**config.mk**
```make
export PLATFORM = sky130hd
export DESIGN_NAME = alu_core
export DESIGN_NICKNAME = d
export VERILOG_FILES = /design/src/rtl/alu_pkg.sv /design/src/rtl/alu_shifter.sv /design/src/rtl/alu_core.sv
export SDC_FILE = /design/constraint.sdc
export NUM_CORES = 1
export LEC_CHECK = 0
export BUFFER_PORTS_ARGS = -buffer_cell sky130_fd_sc_hd__buf_2
export CELL_PAD_IN_SITES_DETAIL_PLACEMENT = 1
export CELL_PAD_IN_SITES_GLOBAL_PLACEMENT = 1
export CORE_MARGIN = 4
export CORE_UTILIZATION = 35
export CTS_CLUSTER_SIZE = 28
export DETAILED_ROUTE_END_ITERATION = 10
export PLACE_DENSITY = 0.71
export SLEW_MARGIN = 30
export SYNTH_ARGS = -nofsm -noshare
export SYNTH_HDL_FRONTEND = slang
export SYNTH_SLANG_ARGS = --single-unit
```
**constraint.sdc**
```tcl
create_clock -name clk -period 6.7 [get_ports clk]
set_input_delay 0.67 -clock clk [delete_from_list [all_inputs] [get_ports clk]]
set_output_delay 0.67 -clock clk [all_outputs]
set_load 0.005 [all_outputs]
```
**src/rtl/alu_pkg.sv**
```systemverilog
// Shared constants for the execute-stage ALU: data width and opcode encodings.
package alu_pkg;

    localparam int unsigned ALU_WIDTH = 32;

    localparam logic [2:0] ALU_ADD = 3'b000;
    localparam logic [2:0] ALU_SUB = 3'b001;
    localparam logic [2:0] ALU_AND = 3'b010;
    localparam logic [2:0] ALU_OR  = 3'b011;
    localparam logic [2:0] ALU_SRL = 3'b100;
    localparam logic [2:0] ALU_SRA = 3'b101;

endpackage

```
**src/rtl/alu_shifter.sv**
```systemverilog
// Five-stage combinational right barrel shifter covering both logical and arithmetic shifts.
module alu_shifter
    import alu_pkg::*;
(
    input  logic [ALU_WIDTH-1:0] data_i,
    input  logic [4:0]           amt_i,
    input  logic                 arith_i,
    output logic [ALU_WIDTH-1:0] result_o
);

    logic                 fill;
    logic [ALU_WIDTH-1:0] stage1;
    logic [ALU_WIDTH-1:0] stage2;
    logic [ALU_WIDTH-1:0] stage3;
    logic [ALU_WIDTH-1:0] stage4;
    logic [ALU_WIDTH-1:0] stage5;

    // Vacated high bits take the sign only for arithmetic shifts.
    assign fill = arith_i & data_i[ALU_WIDTH-1];

    assign stage1 = amt_i[0] ? {{1{fill}},  data_i[31:1]}  : data_i;
    assign stage2 = amt_i[1] ? {{2{fill}},  stage1[31:2]}  : stage1;
    assign stage3 = amt_i[2] ? {{4{fill}},  stage2[31:4]}  : stage2;
    assign stage4 = amt_i[3] ? {{8{fill}},  stage3[31:8]}  : stage3;
    assign stage5 = amt_i[4] ? {{16{fill}}, stage4[31:16]} : stage4;

    assign result_o = stage5;

endmodule

```
**src/rtl/alu_core.sv**
```systemverilog
// Registered 32-bit ALU: add/sub, and/or, logical/arithmetic right shift, one-cycle latency.
module alu_core
    import alu_pkg::*;
(
    input  logic                 clk,
    input  logic                 reset,
    input  logic [ALU_WIDTH-1:0] A,
    input  logic [ALU_WIDTH-1:0] B,
    input  logic [2:0]           ALUOp,
    output logic [ALU_WIDTH-1:0] C,
    output logic                 Zero
);

    logic [ALU_WIDTH-1:0] sum;
    logic [ALU_WIDTH-1:0] diff;
    logic [ALU_WIDTH-1:0] shiftResult;
    logic [ALU_WIDTH-1:0] c_d;
    logic [ALU_WIDTH-1:0] c_q;
    logic                 zero_d;
    logic                 zero_q;

    assign sum  = A + B;
    assign diff = A - B;

    alu_shifter u_shifter (
        .data_i   (A),
        .amt_i    (B[4:0]),
        .arith_i  (ALUOp == ALU_SRA),
        .result_o (shiftResult)
    );

    // Reserved opcodes fall through to zero, matching the reset value.
    always_comb begin
        c_d = '0;
        unique case (ALUOp)
            ALU_ADD: c_d = sum;
            ALU_SUB: c_d = diff;
            ALU_AND: c_d = A & B;
            ALU_OR:  c_d = A | B;
            ALU_SRL: c_d = shiftResult;
            ALU_SRA: c_d = shiftResult;
            default: c_d = '0;
        endcase
        zero_d = (c_d == '0);
    end

    always_ff @(posedge clk) begin
        if (reset) begin
            c_q    <= '0;
            zero_q <= 1'b1;
        end else begin
            c_q    <= c_d;
            zero_q <= zero_d;
        end
    end

    assign C    = c_q;
    assign Zero = zero_q;

endmodule

```
==> run_results.csv, run 1 <==
group,metric,value,unit
route,drt_wl_total,29.0,mm
pwr,irDropWorstVdd,0.0914,mV
logic_synthesis,syn-cell-area,6560,um2
logic_synthesis,syn-num-nets,972,
critical_path,worstSetupEndpointType,"flop",
route,drc_errors,0,
logic_synthesis,synthFlopType,"dfxtp_1",
logic_synthesis,synth-compound-area-share,27.8,%
timing,drv_slew,0,
logic_synthesis,yosysSeqAreaShare,10.1,%
timing,min_period_over_period,87.1,%
floorplanning,die_width,145,um
timing,finalCriticalPeriod,5.83,ns
pwr,pwr-share-comb,58.1,%
cells_and_area,drive_above_1_share,19.1,%
logic_synthesis,synth-simple-area-share,21.8,%
placement,gp_congestion,1.01,
timing,slew_headroom,34.1,%
floorplanning,start_util,36.0,%
critical_path,crit_type,"in -> reg",
route,wl_per_cell,25.0,um
global_route,antenna_found_initial,1,
route,drt_iter0_drc,811,
logic_synthesis,synth_seq_cells,33,
critical_path,crit_path_start_kind,"input pin",
global_route,gr-total-overflow,0,
pwr,leakage,0.00298,uW
route,drtPass1Iterations,5,
logic_synthesis,synth_area_per_cell,7.56,um2
pwr,switching_share,43.8,%
floorplanning,io_pins,102,
logic_synthesis,synth-xor-area-share,6.14,%
cells_and_area,fin_nets,1037,
logic_synthesis,yosysMostFrequentCell,"nor2_1",
clock_network,clk_pin_slew,0.05,ns
floorplanning,die-area,21000,um2
timing,fmax,171,MHz
logic_synthesis,synth_warnings,0,
logic_synthesis,synth_mux_area_share,18.7,%
logic_synthesis,synth_edf_count,0,
floorplanning,core_region_area,18200,um2
clock_network,clkSinkCount,33,
cells_and_area,diodes,0,
floorplanning,placementRows,49,
floorplanning,chipHeight,145,um
critical_path,crit_end,"Zero$_SDFF_PP1_",
clock_network,cts_htree_levels,2,
pwr,power_frac_seq,18.7,%
placement,io_buffers,101,
placement,dp_hpwl,23.2,mm
timing,rsz0062_at_grt,"no",
route,ant_nets,0,
critical_path,arrival,6.06,ns
logic_synthesis,netlist_instances,868,
job,maxCapViolations,0,
timing,fin_setup_tns,0,ns
cells_and_area,syn_to_final_growth,12.1,%
clock_network,cts_tree,"built",
clock_network,postCtsHoldBufs,0,
logic_synthesis,synth_top_family_by_area,"compound AO/OA/AOI/OAI gates",
critical_path,startpoint,"B[2]",
global_route,grt_pass1_vias,7499,
logic_synthesis,yosysTopAreaCellShare,10.1,%
global_route,grt_usage,26.4,%
cells_and_area,fin_util,40.4,%
critical_path,critical_path_required,6.93,ns
logic_synthesis,synthArstFlopShare,0,%
pwr,powerDensity,160,nW/um2
run_status,status,"complete, no violations",
route,vias,7563,
timing,setup_viol,0,
clock_network,cts.repair.resized,0,
pwr,p_int,661,uW
logic_synthesis,yosys.area_share.adder,10.1,%
clock_network,cts_buffers,5,
clock_network,root_buffer,"clkbuf_16",
global_route,grt_pass1_wl,44.5,mm
clock_network,clockBufferDepth,2,
pwr,p_clk_share,23.1,%
clock_network,cts_setup_buffers,0,
global_route,grt_max_degree,55,
logic_synthesis,yosysTopAreaCell,"dfxtp_1",
logic_synthesis,synth_commonest_cells,"nor2_1, nand2_1, a21oi_1, o21ai_0, mux2i_1",
pwr,switchingPower,514,uW
hold_path,worstHoldPathType,"in -> reg",
logic_synthesis,ys_types,81,
timing,worst_slew_pin_slew,0.976,ns
timing,hold_viol,0,
route,routed_via_density,6.50,
logic_synthesis,netlist_top_cells_area,"dfxtp_1, mux4_2, mux2i_1, ha_1, a21oi_1",
critical_path,cp_max_fo,10,
## worst min path at each step
stage          cells past startpoint  slack [ns]       startpoint                to
6_report                           2        0.89            reset   C[0]$_SDFF_PP0_
5_1_grt                            2        0.93            reset   C[9]$_SDFF_PP0_
4_1_cts                            2        0.89            reset   C[0]$_SDFF_PP0_
3_5_place_dp                       1        1.05  C[9]$_SDFF_PP0_              C[9]
3_3_place_gp                       1        1.05  C[4]$_SDFF_PP0_              C[4]
2_1_floorplan                      1        0.74            reset  C[12]$_SDFF_PP0_
## worst max-delay path: stages
cell       delay, ns
buf_2           0.16
or2_2           0.39
nor2_1          0.20
nand2_1         0.14
or3_1           0.43
nor2_1          0.15
nand2_1         0.14
nor3_1          0.56
a21oi_1         0.16
xnor2_1         0.16
ha_1            0.45
and3_1          0.27
nand2_1         0.07
o211ai_1        0.28
mux2i_1         0.24
o211ai_1        0.12
nor3_1          0.32
o2111ai_1       0.16
or4_1           0.48
nor4_1          0.31
a31o_1          0.18
## registers in the layout, summed over array words and instances (netlist names)
register / cells
Zero: 1
C: 32
## power by group through the flow
stage          logic (uW)  clock network, uW  registers [uW]
2_1_floorplan         439                  0             228
3_3_place_gp          657                  0             224
3_5_place_dp          663                  0             225
4_1_cts               669                277             221
5_1_grt               739                283             222
6_report              683                272             220
## per-layer routing
| metal | up-vias | part of all wire (%) | global-route usage [%] |
|---|---|---|---|
| met1 | 3680 | 45 | 38.6 |
| met5 | - | 0.024 | 0 |
| li1 | 3450 | - | - |
| met4 | 2 | 2.2 | 6.08 |
| met3 | 48 | 8.9 | 4.68 |
| met2 | 383 | 44 | 40.5 |
## layout by cell type, fill, tap and decap left out, types with 11 or more instances in the layout
cell type / count
a31oi_1: 13
nand2_1: 81
or3_1: 11
nand3_1: 21
mux2i_1: 46
o21ai_0: 58
buf_4: 16
buf_2: 101
a21oi_1: 69
xnor2_1: 26
nand2b_1: 11
o21a_1: 16
o211ai_1: 16
nor2_1: 82
maj3_1: 22
mux4_2: 29
a211oi_1: 15
ha_1: 34
inv_1: 13
nor3_1: 18
xor2_1: 20
dfxtp_1: 33
nand4_1: 11
nor2b_1: 12
## metrics by stage
stage                     setup slack, ns  hold slack, ns  instance area [um2]  total power [uW]  instances
final                               0.865           0.893                 7360              1170       1163
after global routing                0.426           0.934                 7360              1240       1163
after CTS                           0.993           0.888                 7360              1170       1163
after detailed placement            0.741            1.05                 7180               888       1155
after global placement              0.973            1.05                 7180               881       1155
after floorplan                      1.32           0.742                 6560               666        868
## final cells by class
cell class / instances / area, um2
fillers: 2286 / 10900
multi-input cells: 759 / 5550
flip-flops and latches: 33 / 661
repair buffers: 117 / 626
well taps: 229 / 287
clock buffers: 7 / 143
inverters: 17 / 63.8
clock inverters: 1 / 30.0
## cells by family (layout without fill, tap and decap cells)
group                      Yosys count  count (layout)
and+or+nand+nor                    294             294
AOI/OAI and AO/OA                  277             277
muxes                               85              85
buffers and inverters               76             142
adders and majority gates           57              57
xor gates and xnor gates            46              46
DFF                                 33              33
(Power assumes the default switching activity.)
==> run 2, diff against run 1 <==
Settings changed: CORE_UTILIZATION 35 to 43, PLACE_DENSITY 0.71 to 0.84.
Clock period 6.7 ns to 6.6 ns, I/O delays scaled along.
==> run_results.csv, run 2 (same netlist as run 1, synthesis figures left out) <==
group,metric,value,unit
critical_path,cp_slowest_cell,"ha_1",
hold_path,worstHoldPathType,"in -> reg",
critical_path,cp_cell_sequence,"buf_2 -> or2_2 -> nor2_1 -> nand2_1 -> or3_1 -> nor2_1 -> nand2_1 -> nor3_1 -> a21oi_1 -> xnor2_1 -> ha_1 -> and3_1 -> nand2_1 -> o211ai_1 -> mux2i_1 -> o211ai_1 -> nor3_1 -> o2111ai_1 -> or4_1 -> nor4_1 -> a31o_1",
cells_and_area,fin_area,7260,um2
clock_network,clkSinkCount,33,
critical_path,crit_path_start_kind,"input pin",
pwr,leakage,0.00296,uW
route,vias,7549,
placement,gp_congestion,1.03,
critical_path,worstSetupEndpointType,"flop",
pwr,p_int,641,uW
global_route,grt_pass1_vias,7259,
clock_network,cts_tree,"built",
route,drtPass1Iterations,5,
pwr,irDropWorstVdd,0.117,mV
placement,io_buffers,101,
cells_and_area,final_common_cell,"buf_2",
critical_path,path_delay_family,"simple AND/OR/NAND/NOR gates",
floorplanning,placementRows,44,
pwr,pwr-share-comb,60.0,%
floorplanning,io_pins,102,
cells_and_area,mostFrequentLayoutCells,"buf_2, nor2_1, nand2_1",
floorplanning,die_width,132,um
global_route,grt_usage,30.2,%
pwr,p_clk_share,20.4,%
global_route,gr-total-overflow,0,
hold_path,hold_depth,2,
global_route,antenna_found_initial,0,
critical_path,crit_type,"in -> reg",
timing,hold_viol,0,
floorplanning,chipHeight,132,um
route,wl_per_cell,24.2,um
critical_path,critical_path_required,6.82,ns
timing,min_period_over_period,86.3,%
cells_and_area,fillers,1917,
global_route,grt_pass1_wl,42.1,mm
critical_path,startpoint,"B[2]",
job,maxCapViolations,0,
pwr,powerDensity,157,nW/um2
placement,dp_hpwl,21.9,mm
cells_and_area,drive_above_1_share,18.9,%
timing,worst_slew_pin_slew,1.01,ns
clock_network,clockBufferDepth,2,
critical_path,critical_path.max_stage_delay,0.46,ns
cells_and_area,syn_to_final_growth,10.6,%
route,ant_nets,0,
timing,fmax,176,MHz
route,drt_iter0_drc,848,
route,drt_wl_total,27.0,mm
clock_network,clk_pin_slew,0.05,ns
clock_network,cts_setup_buffers,0,
cells_and_area,largest_reg_flops,32,
critical_path,cp_max_fo,10,
pwr,switchingPower,500,uW
route,drc_errors,0,
clock_network,root_buffer,"clkbuf_16",
clock_network,postCtsHoldBufs,0,
pwr,power_frac_seq,19.6,%
cells_and_area,diodes,0,
clock_network,cts_buffers,5,
route,routed_via_density,6.78,
critical_path,cp_num_buf_inv,1,
hold_path,hold_path_startpoint,"reset",
placement,place_area,7100,um2
cells_and_area,fin_nets,1033,
cells_and_area,multi_input_area,5550,um2
timing,finalCriticalPeriod,5.69,ns
global_route,grt_max_degree,43,
timing,rsz0062_at_grt,"no",
timing,drv_slew,0,
pwr,finalPower,1140,uW
clock_network,cts_htree_levels,2,
run_status,status,"complete, no violations",
cells_and_area,seqCellArea,661,um2
timing,slew_headroom,32.1,%
clock_network,cts.repair.resized,0,
critical_path,cp_num_cells,21,
floorplanning,die-area,17300,um2
critical_path,arrival,5.91,ns
critical_path,critPathMostFrequentCell,"nand2_1",
timing,setup_viol,0,
floorplanning,core_region_area,14800,um2
pwr,switching_share,43.8,%
floorplanning,start_util,44.5,%
timing,fin_setup_tns,0,ns
-- run 2: cell count changes in the layout (fill, tap and decap cells not counted), sizes merged --
cell / before / now
buf: 117 / 113
clkinv: 2 / 3
bufinv: 1 / 0
-- run 2: path summary, 6_finish.rpt --
path	slack (ns)	end
worst max-delay path	0.91	Zero$_SDFF_PP1_
worst min-delay path	0.86	C[1]$_SDFF_PP0_
-- run 2: layer usage --
metal	share of wire (%)	wire [um]	GRT usage, %	vias up
met5	0	0	0	-
met4	1.9	516	6.65	0
met3	8.6	2330	2.87	38
met2	46	12400	49.1	366
met1	44	11800	43.6	3713
li1	-	-	-	3432
-- run 2: layout make-up --
type	instances	area share, %
multi-input cells	759	76.5
inverters	17	0.879
repair buffers	113	8.20
flip-flops and latches	33	9.10
clock buffers	7	2.10
well taps	184	3.17
clock inverters	1	0.0689
-- run 2: stage by stage --
stage / hold WS, ns / util, % / setup slack [ns] / cells
final: 0.857 / 49.2 / 0.906 / 1114
after global routing: 0.888 / 49.2 / 0.345 / 1114
after CTS: 0.847 / 49.2 / 0.985 / 1114
after detailed placement: 1.04 / 48.1 / 0.728 / 1106
after global placement: 1.04 / 48.1 / 0.877 / 1106
after floorplan: 0.732 / - / 1.23 / 868
-- run 2: power groups by stage --
stage / clock network [uW] / registers, uW / logic (uW)
after floorplan: 0 / 231 / 445
after global placement: 0 / 227 / 651
after detailed placement: 0 / 228 / 663
after CTS: 237 / 224 / 667
after global routing: 247 / 227 / 741
final: 232 / 224 / 684
